[src/rtl/cv32e40p_ft_pkg.sv]
// Shared definitions for the permanent-fault tracker.
// Holds the per-unit health state encoding, the counter type and the
// default sizing constants used by the tracker top and its per-unit FSM.
package cv32e40p_ft_pkg;

  localparam int unsigned FT_N_ALU_DEF        = 4;
  localparam int unsigned FT_N_MULT_DEF       = 3;
  localparam int unsigned FT_THRESHOLD_DEF    = 8;
  localparam int unsigned FT_DECAY_PERIOD_DEF = 256;

  // 4 bits covers the full THRESHOLD range (2..15)
  localparam int unsigned FT_CNT_W = 4;

  typedef logic [FT_CNT_W-1:0] err_cnt_t;

  typedef enum logic [1:0] {
    UNIT_HEALTHY = 2'd0,
    UNIT_SUSPECT = 2'd1,
    UNIT_FAULTY  = 2'd2
  } unit_state_e;

endpackage

[src/rtl/cv32e40p_unit_fault_fsm_ft.sv]
// Per-unit error accumulator and health FSM.
// Ports:
//   clk, rst_n    clock / synchronous active-low reset
//   clear         software clear back to HEALTHY with counter 0
//   err           sampled disagreement for this unit (already qualified by valid)
//   decay_tick    shared window wrap; decrements a SUSPECT unit with no error
//   faulty        registered faulty flag (state == FAULTY)
//   faulty_nxt    value faulty will take at the next edge (for edge detect)
module cv32e40p_unit_fault_fsm_ft
  import cv32e40p_ft_pkg::*;
#(
  parameter int unsigned THRESHOLD = FT_THRESHOLD_DEF
) (
  input  logic clk,
  input  logic rst_n,
  input  logic clear,
  input  logic err,
  input  logic decay_tick,
  output logic faulty,
  output logic faulty_nxt
);

  localparam err_cnt_t THR = err_cnt_t'(THRESHOLD);

  unit_state_e state_q, state_d;
  err_cnt_t    cnt_q,   cnt_d;

  always_comb begin
    state_d = state_q;
    cnt_d   = cnt_q;
    case (state_q)
      UNIT_HEALTHY: begin
        if (err) begin
          state_d = UNIT_SUSPECT;
          cnt_d   = err_cnt_t'(1);
        end
      end
      UNIT_SUSPECT: begin
        // an error in the tick cycle wins over decay
        if (err) begin
          if (cnt_q >= THR - err_cnt_t'(1)) begin
            cnt_d   = THR;
            state_d = UNIT_FAULTY;
          end else begin
            cnt_d = cnt_q + err_cnt_t'(1);
          end
        end else if (decay_tick) begin
          if (cnt_q <= err_cnt_t'(1)) begin
            cnt_d   = '0;
            state_d = UNIT_HEALTHY;
          end else begin
            cnt_d = cnt_q - err_cnt_t'(1);
          end
        end
      end
      UNIT_FAULTY: begin
        // sticky: counter frozen at THRESHOLD until clear/reset
        cnt_d = THR;
      end
      default: begin
        state_d = UNIT_HEALTHY;
        cnt_d   = '0;
      end
    endcase
    if (clear) begin
      state_d = UNIT_HEALTHY;
      cnt_d   = '0;
    end
  end

  assign faulty_nxt = (state_d == UNIT_FAULTY);

  always_ff @(posedge clk) begin
    if (!rst_n) begin
      state_q <= UNIT_HEALTHY;
      cnt_q   <= '0;
      faulty  <= 1'b0;
    end else begin
      state_q <= state_d;
      cnt_q   <= cnt_d;
      faulty  <= faulty_nxt;
    end
  end

endmodule

[src/rtl/cv32e40p_perm_fault_tracker_ft.sv]
// Permanent-fault tracker for the replicated ALU/MULT datapaths.
// Every voting event reports which replicas disagreed with the majority;
// each replica accumulates errors in its own counter, errors decay once
// per DECAY_PERIOD window, and a replica reaching THRESHOLD is latched
// faulty until software clear or reset.
// Ports:
//   clk, rst_n                 clock / synchronous active-low reset
//   alu_err_valid_i, alu_err_i ALU vote event and per-ALU disagreement
//   mult_err_valid_i, mult_err_i MULT vote event and per-MULT disagreement
//   clear_i                    clear all tracking state (beats errors)
//   permanent_faulty_alu_o     registered faulty flag per ALU
//   permanent_faulty_mult_o    registered faulty flag per MULT
//   fault_irq_o                one-cycle pulse when any flag newly sets
module cv32e40p_perm_fault_tracker_ft
  import cv32e40p_ft_pkg::*;
#(
  parameter int unsigned N_ALU        = FT_N_ALU_DEF,
  parameter int unsigned N_MULT       = FT_N_MULT_DEF,
  parameter int unsigned THRESHOLD    = FT_THRESHOLD_DEF,
  parameter int unsigned DECAY_PERIOD = FT_DECAY_PERIOD_DEF
) (
  input  logic              clk,
  input  logic              rst_n,
  input  logic              alu_err_valid_i,
  input  logic [N_ALU-1:0]  alu_err_i,
  input  logic              mult_err_valid_i,
  input  logic [N_MULT-1:0] mult_err_i,
  input  logic              clear_i,
  output logic [N_ALU-1:0]  permanent_faulty_alu_o,
  output logic [N_MULT-1:0] permanent_faulty_mult_o,
  output logic              fault_irq_o
);

  localparam int unsigned WIN_W   = (DECAY_PERIOD > 2) ? $clog2(DECAY_PERIOD) : 1;
  localparam int unsigned N_UNITS = N_ALU + N_MULT;

  // window counter: all-ones is the last cycle of the window = decay tick
  logic [WIN_W-1:0] win_q;
  logic             decay_tick;

  assign decay_tick = &win_q;

  always_ff @(posedge clk) begin
    if (!rst_n || clear_i) win_q <= '0;
    else                   win_q <= win_q + WIN_W'(1);
  end

  // units 0..N_ALU-1 are ALUs, the rest MULTs
  logic [N_UNITS-1:0] unit_err;
  logic [N_UNITS-1:0] flags_q, flags_d;

  assign unit_err = {({N_MULT{mult_err_valid_i}} & mult_err_i),
                     ({N_ALU{alu_err_valid_i}}  & alu_err_i)};

  for (genvar u = 0; u < N_UNITS; u++) begin : g_unit
    cv32e40p_unit_fault_fsm_ft #(
      .THRESHOLD (THRESHOLD)
    ) u_fsm (
      .clk        (clk),
      .rst_n      (rst_n),
      .clear      (clear_i),
      .err        (unit_err[u]),
      .decay_tick (decay_tick),
      .faulty     (flags_q[u]),
      .faulty_nxt (flags_d[u])
    );
  end

  assign permanent_faulty_alu_o  = flags_q[N_ALU-1:0];
  assign permanent_faulty_mult_o = flags_q[N_UNITS-1:N_ALU];

  // registered so the pulse lines up with the cycle the new flag appears
  always_ff @(posedge clk) begin
    if (!rst_n || clear_i) fault_irq_o <= 1'b0;
    else                   fault_irq_o <= |(flags_d & ~flags_q);
  end

endmodule

[config.mk]
export PLATFORM = sky130hd
export DESIGN_NAME = cv32e40p_perm_fault_tracker_ft
export DESIGN_NICKNAME = d
export VERILOG_FILES = /design/src/rtl/cv32e40p_ft_pkg.sv /design/src/rtl/cv32e40p_unit_fault_fsm_ft.sv /design/src/rtl/cv32e40p_perm_fault_tracker_ft.sv
export SDC_FILE = /design/constraint.sdc
export NUM_CORES = 1
export LEC_CHECK = 0
export ABC_CLOCK_PERIOD_IN_PS = 2100
export CAP_MARGIN = 20
export CORE_ASPECT_RATIO = 0.9
export CORE_MARGIN = 3
export CORE_UTILIZATION = 50
export CTS_CLUSTER_SIZE = 8
export DETAILED_ROUTE_END_ITERATION = 8
export PLACE_DENSITY_LB_ADDON = 0.3
export SYNTH_ARGS = -nofsm -noshare
export SYNTH_HDL_FRONTEND = slang
export SYNTH_SLANG_ARGS = --single-unit
[constraint.sdc]
create_clock -name clk -period 2.1 [get_ports clk]
set_clock_uncertainty 0.1 [all_clocks]
set_input_delay 0.42 -clock clk [delete_from_list [all_inputs] [get_ports clk]]
set_output_delay 0.42 -clock clk [all_outputs]
set_load 0.02 [all_outputs]
[After elaboration in Yosys (flattened, before gate mapping)]
Cells that the tools add are included.
Word-level totals
  register bits after elaboration: 58
  input bits: 12
  output and inout bits: 8
  word-level logic and storage cells: 202
Cells by class
  $add $sub $neg: 15
  magnitude comparators: 14
  eq/ne operators: 35
  mux-type cells: 91
  bitwise logic cells: 5
  reduce and logical (&&, ||, !) cells: 19
Operators with widths (number)
  4-bit 2-to-1 mux: 35
  2-bit 2-to-1 mux: 42
  4-bit case mux with 3 select lines: 7
  2-bit case mux with 3 select lines: 7
  4-bit by 1-bit adder with 4-bit output (second input constant): 7
  2-bit == test (second input constant): 14
  4-bit by 3-bit greater-or-equal comparator with 1-bit output (second input constant): 7
  4-bit by 1-bit less-or-equal comparator with 1-bit output (second input constant): 7
  4-bit by 1-bit subtractor with 4-bit output (second input constant): 7
  3-bit by 2-bit inequality test with 1-bit output (second input constant): 7
  2-bit by 1-bit == test with 1-bit output (second input constant): 7
  2-bit logical NOT: 7
  2-bit by 1-bit inequality test with 1-bit output (second input constant): 7
  2-bit AND reduction: 7
  8-bit by 1-bit adder with 8-bit output (second input constant): 1
  8-bit AND reduction: 1
  7-bit bitwise AND: 1
  7-bit inverter: 1
  7-bit OR reduction: 1
  4-bit bitwise AND: 1
  3-bit bitwise AND: 1
  2-bit OR reduction: 1
  1-bit logical NOT: 1
  1-bit logical OR: 1
  1-bit inverter: 1

[Longest topological paths before layout]
Gate-level depths: netlist (run 1).
  word-level depth: 9
  mapped depth: 8

[Cells and area by module]
Synthesis (run 1) repeated with hierarchy kept, for this count alone.
Unflattened totals
  cells, all modules: 519
  area, all modules: 4222.8 um^2
By module, submodules not included
  cv32e40p_unit_fault_fsm_ft (g_unit[0].u_fsm ...): instances 6, cells an instance 68, area an instance 546.8 um^2, sequential area each 140.1 um^2
  cv32e40p_unit_fault_fsm_ft (g_unit[6].u_fsm): instances 1, cells an instance 55, area an instance 486.7 um^2, sequential area each 140.1 um^2
  cv32e40p_perm_fault_tracker_ft: instances 1, cells an instance 56, area an instance 455.4 um^2, sequential area each 180.2 um^2

[Least setup slack after synthesis (run 1)]
No wires, ideal clock.
  kind: register -> register
  start point: reg win_q[0]
  end point: reg g_unit[3].u_fsm.cnt_q[1]
  library setup time: 70 ps
  arrival time: 1759 ps
  required time: 1930 ps
  slack: 171 ps
  cell stages (with the launch flop): 8
  path buffers: 1
  period minus slack after synthesis: 1929 ps
  path through: dfxtp_1 -> ha_1 -> nand3_2 -> nor3_2 -> buf_4 -> a211oi_4 -> or4_1 -> a21oi_1
On the way
  word-level cells in the longest chain between the ends: 3
Ends and longest elaborated chain
  start, declared: RTL line cv32e40p_perm_fault_tracker_ft.sv:38  | logic [WIN_W-1:0] win_q;
  start signal, assigned: RTL line cv32e40p_perm_fault_tracker_ft.sv:45  | else win_q <= win_q + WIN_W'(1);
  8-bit AND reduction: RTL line cv32e40p_perm_fault_tracker_ft.sv:41  | assign decay_tick = &win_q;
  3-bit by 2-bit inequality test with 1-bit output (no source line)
  2-bit AND reduction (no source line)
  end signal, assigned: RTL line cv32e40p_unit_fault_fsm_ft.sv:80  | cnt_q <= cnt_d;
  end, declared: RTL line cv32e40p_unit_fault_fsm_ft.sv:26  | err_cnt_t cnt_q, cnt_d;
Every way passes these cells.
A chain may end at the register's enable or synchronous reset.

[Worst setup path after layout (run 1)]
  start point: reg win_q[1]
  end point: reg g_unit[2].u_fsm.cnt_q[1]
On the way
  word-level cells in the longest chain between the ends: 3
Ends and longest elaborated chain (RTL line)
  8-bit AND reduction: cv32e40p_perm_fault_tracker_ft.sv:41
  3-bit by 2-bit inequality test with 1-bit output (no source line)
  2-bit AND reduction (no source line)
  end signal, assigned: cv32e40p_unit_fault_fsm_ft.sv:80
  end, declared: cv32e40p_unit_fault_fsm_ft.sv:26
Every way passes these cells.

==> impl_metrics.ini, run 1 <==
[power]
total_power_mw = 2.35
intPower_mw = 1.77
p_seq_share_pct = 48.6
pwr-share-comb_pct = 11.6
netSwitchingFraction_pct = 24.9
switchingPower_uw = 587
p_leak_nw = 1.64
power_per_cell_area_nw_per_um2 = 551
clock_power_share_pct = 39.8
ir_drop_mv = 0.483

[timing]
worst_slack_ns = 0.124
maxSlewViolCount = 0
rsz0062_at_grt = false
worst_pin_slew_ns = 0.431
fmax_mhz = 506
fin_crit_sh_pct = 94.1
period_minus_slack_ns = 1.98
relSlewSlack_pct = 71.0
hold_violations = 0
setup_viol_count_final = 0

[drt]
wl_per_cell_um = 13.6
num_vias = 3376
ant_nets = 0
drc = 0
avgViaCountPerCell = 5.75
drt_first_iter_violations = 243
postRouteWirelength_um = 7990
dr.pass1.iters = 4

[synthesis]
ys_seq_area_share_pct = 32.9
async_flop_share_pct = 0
syn_avg_cell_area_um2 = 7.90
synth_top_area_share_pct = 32.9
netlist_top_cells_count = dfxtp_1 (58), nor2_1 (46), a21oi_1 (43)
synth_top_cell_by_area = dfxtp_1
yosys_warnings = 0
ys_top_cells_by_area = dfxtp_1 (33%), ha_1 (7.8%), a21oi_1 (6.1%)
syn_inst = 447
synth-edff-count = 0
synth_area_um2 = 3530
synth_nets = 481
synth_cell_types = 53
synth_most_common_cell = dfxtp_1
ys_ff_latch = 58
synth_ff_type = dfxtp_1

[grt]
grt_pass1_wl_um = 13600
gr-total-overflow = 0
grt_max_degree = 32
antenna_found_initial = 0
grt_use_total_pct = 20.7
grt_pass1_vias = 3106

[floorplan]
fp-row-count = 28
die_area_um2 = 8110
die_width_um = 94.6
coreArea_um2 = 6730
io_pins = 20
die_h_um = 85.7
start_util_pct = 52.5

[critical_path]
crit_required_ns = 2.26
regToRegStartpoint = win_q[1]
cp-start-kind = flop
endpoint_kind = flop
crit_arrival_ns = 2.14
worst-setup-path-type = reg2reg
worstPathMaxFanout = 5
reg2regPathDepth = 7
rrSetupSlack_ns = 0.12
crit_path_cell_trace = ha_4 -> nand3_4 -> nor3_4 -> buf_12 -> a211oi_1 -> or4_1 -> a21oi_1
critPathMaxStageDelay_ns = 0.54
slowest_stage = or4_1
r2r-end = g_unit[2].u_fsm.cnt_q[1]

[placement]
port_buffers = 19
place_ws_ns = -0.271
dp_hpwl_um = 5650
place_congestion = 0.914

[finish]
syn_to_final_growth_pct = 21.0
n_antenna_cell = 0
nNetsFinal = 526
drive_above_1_share_pct = 14.7
final_util_pct = 63.5

[clock_network]
cts.sinks = 58
cts_tree = yes
cts_buffer_depth = 2
path_clk_slew_ns = 0.06
h-tree-depth = 3
cts_buffers = 9
root_buffer = clkbuf_8
clk_latency_ns = 0.33

[min_path]
min_from = win_q[7]
holdPathStages = 2
hold_path_class = reg2reg
hold_end = win_q[7]

[status]
status = finished, final reports clean

[flow_run]
max_cap_violations = 0
==> power by group through the flow <==
stage | logic (mW) | registers (mW) | clock network (mW)
2_1_floorplan | 0.169 | 1.16 | 0
3_3_place_gp | 0.264 | 1.17 | 0
3_5_place_dp | 0.268 | 1.17 | 0
4_1_cts | 0.270 | 1.14 | 0.962
5_1_grt | 0.302 | 1.15 | 1.03
6_report | 0.274 | 1.14 | 0.937
==> routing by layer <==
metal | part of all wire [%] | track usage [%]
met5 | 0 | 0
met4 | 1.3 | 7.47
met1 | 47 | 27.8
met2 | 45 | 32.6
met3 | 6.2 | 4.74
==> layout by cell type, fill, tap and decap left out, types with 6 or more instances in the layout <==
master,instances
mux2i_1,6
nand2_1,31
buf_4,39
clkbuf_8,12
o21ai_0,18
nor2_1,45
xnor2_1,7
nand2b_1,7
nand3_1,18
a21oi_1,41
dfxtp_1,55
nor4_1,9
a211oi_1,12
inv_1,24
and2_1,8
clkdlybuf4s50_1,18
nor3_1,24
ha_1,21
o31a_1,7
a21o_1,6
nor2b_1,8
==> cell type report <==
type	count	area [um2]
Fill cell	579	2450
Multi-Input combinational cell	338	2180
Sequential cell	58	1170
Timing Repair Buffer	61	537
Clock buffer	14	173
Tap cell	90	113
Inverter	24	90.1
Clock inverter	2	10.0
==> registers in the layout, indices dropped and copies added (netlist names) <==
signal,flops
fault_irq_o,1
g_unit.u_fsm.cnt_q,28
g_unit.u_fsm.faulty,7
g_unit.u_fsm.state_q,14
win_q,8
==> how the worst max path moves through the flow <==
| stage | from | end | slack (ns) |
|---|---|---|---|
| 2_1_floorplan | win_q[0] | g_unit[3].u_fsm.cnt_q[1] | 0.17 |
| 3_3_place_gp | alu_err_valid_i | g_unit[2].u_fsm.cnt_q[1] | -0.18 |
| 3_5_place_dp | alu_err_valid_i | g_unit[2].u_fsm.cnt_q[1] | -0.27 |
| 4_1_cts | win_q[1] | g_unit[2].u_fsm.cnt_q[1] | 0.01 |
| 5_1_grt | win_q[1] | g_unit[6].u_fsm.cnt_q[0] | 0.008 |
| 6_report | win_q[1] | g_unit[2].u_fsm.cnt_q[1] | 0.12 |
==> worst max-delay path: cells and delay by family (launching register included) <==
family	cells	cell delay, ns
buf+inv	1	0.15
simple gates	3	0.90
compound gates	2	0.24
fa+ha+maj	1	0.15
flops	1	0.37
==> kinds of logic (layout without fill, tap and decap cells) <==
family / count (synthesis) / in the layout / share of synthesized area, %
muxes: 6 / 6 / 1.70
buffers and inverters: 51 / 101 / 6.31
adders and majority gates: 22 / 22 / 7.79
AOI/OAI and AO/OA: 127 / 127 / 24.5
and+or+nand+nor: 175 / 175 / 24.9
DFF: 58 / 58 / 32.9
xor gates and xnor gates: 8 / 8 / 1.98
==> stage by stage <==
step | setup TNS, ns | area (um2) | hold slack [ns] | std cells
5_1_grt | 0 | 4270 | 0.431 | 587
2_1_floorplan | 0 | 3530 | 0.330 | 447
3_3_place_gp | -1.77 | 4010 | 0.367 | 567
6_report | 0 | 4270 | 0.392 | 587
4_1_cts | 0 | 4250 | 0.392 | 587
3_5_place_dp | -2.71 | 4010 | 0.384 | 567
==> what timing repair did <==
| item | CTS | global route |
|---|---|---|
| gates resized for setup | 4 | 9 |
| hold buffers | 0 | 0 |
| setup endpoints to repair | 6 | 11 |
| setup buffers | 4 | 0 |
| pin swaps | 2 | 1 |
Power figures use the tool's default switching activity.
==> run 2: changes to the inputs <==
--- a/config.mk
+++ b/config.mk
@@ -13,6 +13,8 @@
 export CTS_CLUSTER_SIZE = 8
 export DETAILED_ROUTE_END_ITERATION = 8
 export PLACE_DENSITY_LB_ADDON = 0.3
+export SKIP_CTS_REPAIR_TIMING = 1
+export SLEW_MARGIN = 30
 export SYNTH_ARGS = -nofsm -noshare
 export SYNTH_HDL_FRONTEND = slang
 export SYNTH_SLANG_ARGS = --single-unit
==> run 2 against run 1 <==
- sequential share of layout area fell by 0.30 points
- register-to-register slack worse by 0.03 ns
- routed wire length barely moved
- clock power hardly changed
==> impl_metrics.ini, run 2 (synthesis results as in run 1) <==
[placement]
dpl.cell_count = 567
place_ws_ns = -0.271
place_congestion = 0.914
dp_hpwl_um = 5650
place_area_um2 = 4010
port_buffers = 19

[drt]
dr.pass1.iters = 5
avgViaCountPerCell = 5.80
postRouteWirelength_um = 8000
num_vias = 3426
wl_per_cell_um = 13.5
drt_first_iter_violations = 261
ant_nets = 0
drc = 0

[finish]
fill_cells = 576
largest_reg_flops = 28
final_common_cell = dfxtp_1
finish.instance_area_um2 = 4320
drive_above_1_share_pct = 15.4
reg_top3 = g_unit.u_fsm.cnt_q (28), g_unit.u_fsm.state_q (14), win_q (8)
final_cell_mix = dfxtp_1 (55), nor2_1 (45), buf_4 (42), a21oi_1 (41), nand2_1 (31)
nNetsFinal = 530
final_cells = 591
final_util_pct = 64.2
syn_to_final_growth_pct = 22.4
n_antenna_cell = 0
regMostFlops = g_unit.u_fsm.cnt_q

[critical_path]
worstPathMaxFanout = 5
cp-start-kind = flop
crit_required_ns = 2.26
slowest_stage = or4_1
reg2regPathDepth = 7
crit_path_cell_trace = ha_4 -> nand3_4 -> nor3_4 -> buf_12 -> a211oi_1 -> or4_1 -> a21oi_1
worst-setup-path-type = reg2reg
crit_arrival_ns = 2.17
critPathMaxStageDelay_ns = 0.54
endpoint_kind = flop

[power]
power_per_cell_area_nw_per_um2 = 545
total_power_mw = 2.36
ir_drop_mv = 0.482
p_leak_nw = 1.67

[clock_network]
cts.sinks = 58
h-tree-depth = 3
root_buffer = clkbuf_8
cts_tree = yes
clk_latency_ns = 0.33
cts_buffers = 9
cts_buffer_depth = 2
path_clk_slew_ns = 0.06

[min_path]
holdPathStages = 2
hold_path_class = reg2reg

[status]
status = finished, final reports clean

[timing]
maxSlewViolCount = 0
hold_violations = 0
worst_pin_slew_ns = 0.432
fmax_mhz = 497
fin_tns_setup_ns = 0
timing.hold.ws_ns = 0.388
period_minus_slack_ns = 2.01
worst_slack_ns = 0.0892
fin_crit_sh_pct = 95.8
setup_viol_count_final = 0
relSlewSlack_pct = 71.0

[floorplan]
die_area_um2 = 8110
start_util_pct = 52.5
fp-row-count = 28
io_pins = 20
die_width_um = 94.6
coreArea_um2 = 6730
die_h_um = 85.7

[grt]
gr-total-overflow = 0
grt_pass1_vias = 3078
grt_pass1_wl_um = 13500
grt_use_total_pct = 20.4
antenna_found_initial = 0
grt_max_degree = 32

[flow_run]
max_cap_violations = 0
==> run 2: cell types whose count changed in the layout (fill, tap and decap cells not counted) <==
cell	delta
buf_4	+3
clkbuf_16	+1
==> run 2: cell type report <==
cell class                      count  area, um2  area share [%]
Inverter                           24       90.1            2.08
Timing Repair Buffer               65        584            13.5
Clock inverter                      2       10.0           0.232
Clock buffer                       14        173            4.00
Tap cell                           90        113            2.61
Multi-Input combinational cell    338       2180            50.6
Sequential cell                    58       1170            27.0
==> run 2: worst max-delay path, delay by kind of cell, from the launching register on <==
kind	cells	cell delay, ns
AO/OA/AOI/OAI	2	0.24
adder cells (fa/ha/maj)	1	0.16
AND/OR/NAND/NOR	3	0.94
flip-flops	1	0.35
buffers and inverters	1	0.16
==> run 2: power by group <==
part / leakage [nW] / internal [mW] / switching, mW
sequential: 0.471 / 1.12 / 0.0276
combinational: 1.10 / 0.130 / 0.144
clock: 0.0965 / 0.522 / 0.417
total: 1.67 / 1.77 / 0.588
==> run 2: worst paths after layout <==
path | startpoint | endpoint | slack, ns
setup / recovery | win_q[0] | g_unit[2].u_fsm.cnt_q[1] | 0.09
hold / removal | win_q[7] | win_q[7] | 0.39
setup reg to reg | win_q[0] | g_unit[2].u_fsm.cnt_q[1] | 0.09
hold reg to reg | win_q[7] | win_q[7] | 0.39
==> run 2: layer usage <==
layer	routed length [um]	global-route usage (%)	vias to the layer above
met4	93	7.08	0
met1	3900	27.7	1587
met2	3610	31.9	92
met5	0	0	-
met3	393	4.82	10
li1	-	-	1737
